`src/rtl/ysyx_220053_mem_arb.sv`:
```
// Two-requester (instruction fetch / load-store) arbiter onto a single memory port.
// One transaction in flight at a time; round-robin on ties; responses routed to the owner.
module ysyx_220053_mem_arb #(
  parameter int AW = 64,
  parameter int DW = 64
) (
  input  logic            clk,
  input  logic            rst,

  input  logic            if_req,
  input  logic [AW-1:0]   if_addr,
  output logic            if_gnt,
  output logic            if_rvalid,
  output logic [DW-1:0]   if_rdata,

  input  logic            ls_req,
  input  logic            ls_we,
  input  logic [AW-1:0]   ls_addr,
  input  logic [DW-1:0]   ls_wdata,
  input  logic [DW/8-1:0] ls_wmask,
  output logic            ls_gnt,
  output logic            ls_rvalid,
  output logic [DW-1:0]   ls_rdata,

  output logic            mem_req,
  output logic            mem_we,
  output logic [AW-1:0]   mem_addr,
  output logic [DW-1:0]   mem_wdata,
  output logic [DW/8-1:0] mem_wmask,
  input  logic            mem_ready,
  input  logic            mem_rvalid,
  input  logic [DW-1:0]   mem_rdata,

  output logic            owner,
  output logic            busy,
  output logic            err
);

  typedef enum logic [1:0] {S_IDLE, S_REQ, S_WAIT} state_t;

  state_t            state_reg, state_next;
  logic              owner_reg;
  logic              last_reg;
  logic              err_reg;
  logic              we_reg;
  logic [AW-1:0]     addr_reg;
  logic [DW-1:0]     wdata_reg;
  logic [DW/8-1:0]   wmask_reg;

  logic              pick_ls;
  logic              launch;
  logic              accept;
  logic              respond;

  // LSU wins when it is the only requester, or on a tie when IF was served last.
  assign pick_ls = ls_req & (~if_req | ~last_reg);
  assign launch  = (state_reg == S_IDLE) & (if_req | ls_req);
  assign accept  = (state_reg == S_REQ) & mem_ready;
  assign respond = (state_reg == S_WAIT) & mem_rvalid;

  always_ff @(posedge clk or negedge rst) begin
    if (!rst) begin
      state_reg <= S_IDLE;
    end else begin
      state_reg <= state_next;
    end
  end

  always_comb begin
    state_next = state_reg;
    case (state_reg)
      S_IDLE:  if (launch)  state_next = S_REQ;
      S_REQ:   if (accept)  state_next = S_WAIT;
      S_WAIT:  if (respond) state_next = S_IDLE;
      default: state_next = S_IDLE;
    endcase
  end

  always_comb begin
    mem_req   = 1'b0;
    busy      = 1'b1;
    if_gnt    = 1'b0;
    ls_gnt    = 1'b0;
    if_rvalid = 1'b0;
    ls_rvalid = 1'b0;
    case (state_reg)
      S_IDLE: busy = 1'b0;
      S_REQ: begin
        mem_req = 1'b1;
        if_gnt  = mem_ready & ~owner_reg;
        ls_gnt  = mem_ready & owner_reg;
      end
      S_WAIT: begin
        if_rvalid = mem_rvalid & ~owner_reg;
        ls_rvalid = mem_rvalid & owner_reg;
      end
      default: busy = 1'b0;
    endcase
  end

  // Request fields are frozen at arbitration so later requester wiggles cannot leak through.
  always_ff @(posedge clk or negedge rst) begin
    if (!rst) begin
      owner_reg <= 1'b0;
      we_reg    <= 1'b0;
      addr_reg  <= '0;
      wdata_reg <= '0;
      wmask_reg <= '0;
    end else if (launch) begin
      owner_reg <= pick_ls;
      if (pick_ls) begin
        we_reg    <= ls_we;
        addr_reg  <= ls_addr;
        wdata_reg <= ls_wdata;
        wmask_reg <= ls_wmask;
      end else begin
        we_reg    <= 1'b0;
        addr_reg  <= if_addr;
        wdata_reg <= '0;
        wmask_reg <= '0;
      end
    end
  end

  // A response outside WAIT (including one coincident with acceptance) is a protocol error.
  always_ff @(posedge clk or negedge rst) begin
    if (!rst) begin
      last_reg <= 1'b0;
      err_reg  <= 1'b0;
    end else begin
      if (accept) begin
        last_reg <= owner_reg;
      end
      if (mem_rvalid && (state_reg != S_WAIT)) begin
        err_reg <= 1'b1;
      end
    end
  end

  assign mem_we    = we_reg;
  assign mem_addr  = addr_reg;
  assign mem_wdata = wdata_reg;
  assign mem_wmask = wmask_reg;
  assign owner     = owner_reg;
  assign err       = err_reg;
  assign if_rdata  = mem_rdata;
  assign ls_rdata  = mem_rdata;

endmodule

```
`config.mk`:
```
export PLATFORM = sky130hd
export DESIGN_NAME = ysyx_220053_mem_arb
export DESIGN_NICKNAME = d
export VERILOG_FILES = /design/src/rtl/ysyx_220053_mem_arb.sv
export SDC_FILE = /design/constraint.sdc
export NUM_CORES = 1
export LEC_CHECK = 0
export CORE_AREA = 5 5 211 213
export DETAILED_ROUTE_END_ITERATION = 10
export DIE_AREA = 0 0 216 218
export PLACE_DENSITY = 0.43
export SYNTH_ARGS = -nofsm -noshare
export SYNTH_HDL_FRONTEND = slang
export SYNTH_SLANG_ARGS = --single-unit
export TNS_END_PERCENT = 5
```
`constraint.sdc`:
```
create_clock -name clk -period 2.4 [get_ports clk]
set_input_delay 0.36 -clock clk [delete_from_list [all_inputs] [get_ports clk]]
set_output_delay 0.36 -clock clk [all_outputs]
set_load 0.02 [all_outputs]
```
Word level (Yosys, flattened, before mapping)
Cells that the tools add are included.
Widths: inputs -> output; s select.

cells by class
  equality and inequality tests = 6
  mux-type cells = 14
  bitwise operators = 13
  reductions and logical operators = 4

operators by type and width
  cell                count
  $mux 64             2
  $and 1x1->1         8
  $mux 8              1
  $ne 2x2->1 const B  4
  $mux 1              7
  $mux 2              3
  $pmux 2 s3          1
  $not 1->1           3
  $reduce_and 3->1    1
  $eq 2x1->1 const B  1
  $eq 2x2->1 const B  1
  $logic_not 2->1     1
  $or 1x1->1          2
  $reduce_or 2->1     1
  $logic_and 1x1->1   1

storage, ports and cells
  flip-flop bits (word level) = 142
  input bits = 271
  output and inout port bits = 273
  word-level logic and storage cells = 45

Depth between registers and ports, before layout
Gate-level depths: netlist of the first run.

  depth in word-level cells = 4
  mapped depth = 7
  gate-level depth less buffers = 5

Worst setup path before layout of the first run
OpenSTA, ideal clock, no wires.

  path kind = register to output
  from = register state_reg[1]
  to = output port if_gnt
  arrival = 1,150 ps
  required time = 2,040 ps
  setup slack = 890 ps
  cell stages (with the launch flop) = 5
  buffers on the path = 0
  path through = dfrtp_1 -> inv_1 -> ha_1 -> nand2_1 -> nor2_1

between the ends
  longest elaborated chain between the ends = 2

RTL lines
  what                    line  RTL
  start, declared         41    state_t state_reg, state_next;
  start signal, assigned  65    state_reg <= state_next;
  $eq 2x1->1              86    case (state_reg)
  $mux 1                  86
  end, declared           12    output logic if_gnt,

No other way between the ends.

Worst setup path in the final report of the first run
  from = register state_reg[0]
  to = output port busy

between the ends
  longest elaborated chain between the ends = 3

RTL lines
  what                                      line  RTL
  $eq 2x1->1 or $eq 2x2->1 (tied branches)  86
  $reduce_or 2->1 (no source line) *        -
  $mux 1 *                                  86
  end, declared                             35    output logic busy,

Mark *: on every way between the ends. The rest lies on a longest branch, timed or not.

==> results.md, run 1 <==
* Slew headroom at 66.65%
* Rows at 76
* Slew Viols, Final at 0
* Routed vias at 5564
* CTS Buf Count at 17
* Area Growth Syn to Fin at 56.29%
* Finish-stage setup viols at 0
* Pwr Density at 1370 nW/um^2
* GRT Util Overall at 11.64%
* Least-Margin Pin Slew at 500.3 ps
* Clock Tree Buf Depth at 2
* Final Cycle Share at 93.40%
* Total wire length at 27210 microns
* Leakage power at 4.349 nW
* Synth cell types at 22
* Tmin final at 2242 ps
* Syn avg cell area at 10.07 sq um
* Worst Path Required at 2040 ps
* DPL Wire Length at 19440 microns
* Post-synth ARST share at 100.0%
* Core area at 42510 sq um
* Synth area leaders: dfrtp_1 53%, buf_4 16%, a21oi_1 9.5%
* Initial DRT Pass Iterations at 4
* Yosys reg bits at 142
* Top-count cell post-synth: dfrtp_1
* # fillers at 4604
* GPL Wtd Cong at 0.7186
* Dominant synthesized flop cell: dfrtp_1
* # IOs at 544
* Die height at 218 microns
* H-Tree Depth at 4
* Root Buffer: clkbuf_16
* Area leader, netlist: dfrtp_1
* Final ANT Viol Nets at 0
* Yosys warns at 0
* RSZ-0062 raised after global routing: no
* Synth Instances at 671
* Synth Cell Area at 6759 sq um
* Die ar. at 47090 sq um
* Die width at 216 microns
* Clock sinks at 142
* Max cap viols at 0
* Clock Skews at 5.755 ps
* Gr ovfl total at 0
* Critical path class: flip-flop to output pin
* CP Capture Type: output pin
* Top cell type's share of synthesized area at 52.57%
* Routed WL per cell at 18.90 microns
* Diode count at 0
* Design Area, Final at 10560 sq um
* Placed Area at 9923 sq um
* VDD IR max at 618.6 uV
* Arrival time worst endpoint at 1880 ps
* First-pass GRT wire length at 40480 microns
* Synth top cells by count: 142 x dfrtp_1, 140 x buf_4, 128 x a21oi_1, 73 x a22o_1, 67 x nor2_1
* Vias in the first global route at 6169
* CTS tree: built
* FMAX at 0.4461 GHz
* Clock latency on the worst-skew pair at 470 ps
* Syn_nets at 945
* Post-synthesis sequential area ratio at 52.57%
* Final Hold Vio Count at 0
* Outcome: finished, final reports clean
* Pre-CTS setup slack at 329.9 ps
* Port bufs at 351
* DR vias/cell at 3.864
* Critical path peak fanout at 3
* Pin count of the biggest net entering global routing at 65
* Post-synth EDFFs at 0
* TNS Setup at 0 ps
* DR iter-0 viols at 253
* Placed Instances at 1407
* Antenna violations before repair at 1
* Number of remaining DRC errors at 0
* Finished Layout Cells at 1440
* Layout cells sized above 1 at 5.369%
* Initial Util at 15.90%
* Worst-path clk slew at 60 ps
* Worst Setup Start Kind: flip-flop
* Final setup margin at 158.4 ps
* Worst hold path type: primary input to asynchronous set/reset pin
* Nets at 1155
[routing by layer]
metal | global-route usage [%] | routed length (microns) | share of wire, % | vias up
li1 | - | - | - | 2572
met5 | 0 | 7 | 0.026 | -
met3 | 6.358 | 2959 | 11 | 95
met4 | 7.229 | 1345 | 4.9 | 2
met1 | 12.56 | 10390 | 38 | 2576
met2 | 17.88 | 12500 | 46 | 319
[cells by family after synthesis]
kind of cell / share of synthesized area, %
adder cells (fa/ha/maj): 0.5554
AND/OR/NAND/NOR: 8.145
flip-flops: 52.57
AO/OA/AOI/OAI: 20.01
buffers and inverters: 18.72
[path summary, 6_finish.rpt]
kind                              start            end  slack [ps]  cells past startpoint
max                        state_reg[0]           busy         160                      3
min                                 rst  mem_wdata[23]         410                      2
max reg2reg                state_reg[0]   mem_addr[39]         720                      6
min reg2reg                         err            err         460                      1
max in group asynchronous           rst    mem_addr[5]        1340                      3
min in group clk            if_addr[45]   mem_addr[45]         430                      3
[where the power goes]
part	switching, mW	total [mW]	internal, mW
clock	1.13	2.95	1.82
combinational	3.82	7.24	3.41
sequential	0.711	4.29	3.58
total	5.67	14.5	8.81
[timing repair]
action / 4_1_cts / 5_1_grt
buffers inserted: 0 / 0
hold buffers: 1 / 0
endpoints found under the setup margin: 4 / 0
hold endpoints to repair: 45 / 0
resized for setup: 5 / 0
[placed cells by master, fill, tap and decap left out]
master | Yosys | layout
a21oi_1 | 128 | 128
and2_2 | 0 | 1
and3_1 | 2 | 2
clkbuf_8 | 0 | 3
clkbuf_16 | 0 | 17
nor2_1 | 67 | 67
ha_1 | 3 | 2
inv_6 | 0 | 1
o21a_2 | 0 | 1
clkbuf_1 | 1 | 2
ha_2 | 0 | 1
clkdlybuf4s50_1 | 0 | 346
buf_4 | 140 | 2
dfrtp_1 | 142 | 142
inv_1 | 3 | 3
a21boi_4 | 0 | 1
nor2b_1 | 2 | 2
dlygate4sd2_1 | 0 | 4
nor3b_1 | 2 | 2
nand2_1 | 66 | 66
bufinv_16 | 0 | 4
buf_6 | 7 | 1
a21o_1 | 3 | 3
dlygate4sd3_1 | 0 | 1
o21ai_4 | 0 | 1
nor3_1 | 1 | 1
o32a_1 | 2 | 2
buf_12 | 0 | 9
a22o_1 | 73 | 73
clkinv_2 | 0 | 3
clkinvlp_4 | 0 | 2
a21bo_2 | 1 | 1
[final cells by class]
class | count | area [sq um] | share of cell area, %
tap | 546 | 683.2 | 6.467
multi-input combinational | 354 | 1968 | 18.63
timing repair buffer | 363 | 3715 | 35.17
clock buffer | 22 | 474.2 | 4.489
clock inverter | 10 | 158.9 | 1.504
inverter | 3 | 11.26 | 0.1066
sequential | 142 | 3553 | 33.64
[stage by stage]
stage          utilization (%)  hold slack (ps)  power, mW
2_1_floorplan                -            64.41      8.226
3_3_place_gp             23.35            357.8      11.70
3_5_place_dp             23.35            361.0      11.71
4_1_cts                  24.85            358.5      14.85
5_1_grt                  24.85            395.2      15.43
6_report                 24.85            414.8      14.47
[critical path, stage by stage (launching register included)]
cell and delay [ps]:
dfrtp_1 370, inv_1 70, ha_1 320, clkdlybuf4s50_1 650
Note: power is estimated with default switching activity, not from simulation.
==> run 2, diff against run 1 <==
CAP_MARGIN = 20   (was unset)
==> results of run 2 <==
The final DEF is identical to that of run 1; final timing and power are the same.
==> run 3, diff against run 2 <==
CELL_PAD_IN_SITES_DETAIL_PLACEMENT = 1   (was unset)
CELL_PAD_IN_SITES_GLOBAL_PLACEMENT = 1   (was unset)
CORE_AREA = 5 5 209 211   (was 5 5 211 213)
DIE_AREA = 0 0 214 216   (was 0 0 216 218)
PLACE_DENSITY = 0.59   (was 0.43)
==> run 3 against run 2 <==
  * Clock power down 3%
  * Count of clock-buffer cells in the layout shrank 2
  * Utilization is 0.61 points higher
  * Sequential share of layout area fell by 0.071 points
  * Total power fell by 0.63%
  * Cell area rose by 0.21%
  * Critical path type unchanged
  * Critical endpoint unchanged
==> results.md, run 3 (synthesized netlist as in run 1, its figures left out) <==
* Nets at 1159 (+0.35%)
* Tmin final at 2239 ps (-3.057 ps)
* Sequential cell area at 3553 sq um (unchanged)
* Crit path launch: state_reg[0]
* Area Growth Syn to Fin at 56.63%
* Max cap viols at 0 (unchanged)
* Total wire length at 27330 microns (+0.45%)
* FMAX at 0.4467 GHz (+0.14%)
* Slowest CP cell: clkdlybuf4s50_1
* GRT Util Overall at 11.56% (-0.076 points)
* CTS tree: built
* Root Buffer: clkbuf_16
* Outcome: finished, final reports clean
* CP Capture Type: output pin
* Die ar. at 46220 sq um (-1.8%)
* DR iter-0 viols at 196 (-23%)
* Internal Pwr Total at 8.740 mW (-0.75%)
* RSZ-0062 raised after global routing: no
* Clk pwr share at 19.9% (-0.5 points)
* Diode count at 0 (unchanged)
* Initial DRT Pass Iterations at 4 (unchanged)
* Worst hold path type: primary input to asynchronous set/reset pin
* Critical path peak fanout at 3 (unchanged)
* Reg power frac at 29.5% (about the same)
* Number of remaining DRC errors at 0 (unchanged)
* Final Hold Vio Count at 0 (unchanged)
* Most frequent cells in the layout: 346 x clkdlybuf4s50_1, 142 x dfrtp_1, 128 x a21oi_1
* H-Tree Depth at 4 (unchanged)
* # fillers at 4750 (+3.2%)
* Critical-path cell list: inv_1, ha_1, clkdlybuf4s50_1
* Final Cycle Share at 93.27% (-0.13 points)
* Slew headroom at 63.17% (-3.5 points)
* Pre-CTS setup slack at 131.5 ps (-198.4 ps)
* Critical path class: flip-flop to output pin
* CP top delay family: buffers and inverters
* CTS Buf Count at 17 (unchanged)
* Worst-path clk slew at 70 ps (about the same)
* Rows at 75 (-1.3%)
* Vias in the first global route at 6389 (+3.6%)
* Worst Path Required at 2040 ps (about the same)
* Sw frac at 39.23% (+0.077 points)
* Arrival time worst endpoint at 1880 ps (about the same)
* Clock sinks at 142 (unchanged)
* Die height at 216 microns (-0.92%)
* Worst Setup Start Kind: flip-flop
* VDD IR max at 666.4 uV (+7.7%)
* Pin count of the biggest net entering global routing at 65 (unchanged)
* Leakage power at 4.386 nW (+0.84%)
* GPL Wtd Cong at 0.7241 (+0.77%)
* Area of the multi-input gates at 1966 sq um (-0.13%)
* DPL Wire Length at 20090 microns (+3.3%)
* Slew Viols, Final at 0 (unchanged)
* Antenna violations before repair at 1 (unchanged)
* Flop2flop setup slack at 770 ps (+50 ps)
* Clock Tree Buf Depth at 2 (unchanged)
* Core area at 41570 sq um (-2.2%)
* Critical Path Sink: busy
* Routed vias at 5709 (+2.6%)
* Design Area, Final at 10590 sq um (+0.21%)
* Bufs and invs on worst path at 2 (unchanged)
* Layout cells sized above 1 at 5.791% (+0.42 points)
* Switch Pwr at 5.642 mW (-0.43%)
* Most common cell after layout, fill and taps aside: clkdlybuf4s50_1
* DR vias/cell at 3.973 (+2.8%)
* Worst path depth at 3 (unchanged)
* First-pass GRT wire length at 40870 microns (+0.97%)
* TNS Setup at 0 ps (unchanged)
* Placed Area at 9957 sq um (+0.34%)
* Clock latency on the worst-skew pair at 440 ps (-30 ps)
* Comb pwr share at 50.6% (+0.6 points)
* FF-to-FF Start: state_reg[0]
* Pwr Density at 1359 nW/um^2 (-0.84%)
* Final ANT Viol Nets at 0 (unchanged)
* Clock Skews at 13.50 ps (+7.741 ps)
* Port bufs at 351 (unchanged)
* Reg2reg end: mem_addr[39]
* Final setup margin at 161.5 ps (+3.057 ps)
* # IOs at 544 (unchanged)
* Slowest stage delay, CP at 640 ps (about the same)
* Routed WL per cell at 19.02 microns (+0.66%)
* Finish-stage setup viols at 0 (unchanged)
* Worst r2r path cells at 6 (unchanged)
* Gr ovfl total at 0 (unchanged)
* Post-CTS setup buffer count at 0 (unchanged)
* Die width at 214 microns (-0.93%)
* Least-Margin Pin Slew at 552.4 ps (+52.12 ps)
* Initial Util at 16.26% (+0.36 points)
## run 3: layout make-up
class,instances,share of cell area (%)
timing repair buffer,367,35.56
inverter,3,0.1064
clock inverter,12,1.513
multi-input combinational,354,18.57
clock buffer,20,4.314
tap,539,6.370
sequential,142,33.57
## run 3: through the flow
stage / util [%] / hold WS (ps) / instances / power (mW)
after global placement: 23.95 / 375.1 / 1404 / 11.62
after detailed placement: 23.95 / 374.5 / 1404 / 11.72
final: 25.47 / 446.5 / 1437 / 14.38
after global routing: 25.47 / 426.4 / 1437 / 15.29
after floorplan: - / 64.41 / 671 / 8.226
after CTS: 25.45 / 409.4 / 1437 / 14.74
## run 3: worst register-to-register path: stages, from the launching register on
cell and delay (ps):
dfrtp_1 400, inv_1 100, ha_1 280, o21a_2 200, buf_12 240, nor2_1 210
a21oi_1 130
## run 3: what timing repair did
action,in CTS,in global routing
hold buffers,1,0
resized for setup,2,2
endpoints found under the setup margin,2,2
hold endpoints to repair,45,0
## run 3: power by group through the flow
stage / clock, mW / combinational [mW] / sequential (mW)
finish: 2.87 / 7.27 / 4.24
detailed placement: 0 / 7.45 / 4.27
global route: 3.09 / 7.81 / 4.40
floorplan: 0 / 2.61 / 5.62
global placement: 0 / 7.38 / 4.24
CTS: 3.01 / 7.47 / 4.26
## run 3: layer usage
layer,global-route usage (%),vias up,wire length (microns)
li1,-,2584,-
met5,0,-,13
met4,5.626,2,1000
met3,6.026,68,2912
met2,19.26,314,13110
met1,12.09,2741,10290
## run 3: worst min path at each step
stage,start,endpoint,slack [ps]
after global routing,if_addr[40],mem_addr[40],430
final,rst,mem_wdata[42],450
after detailed placement,rst,mem_wdata[42],370
after floorplan,rst,err,60
after global placement,rst,mem_wdata[42],380
after CTS,if_addr[16],mem_addr[16],410
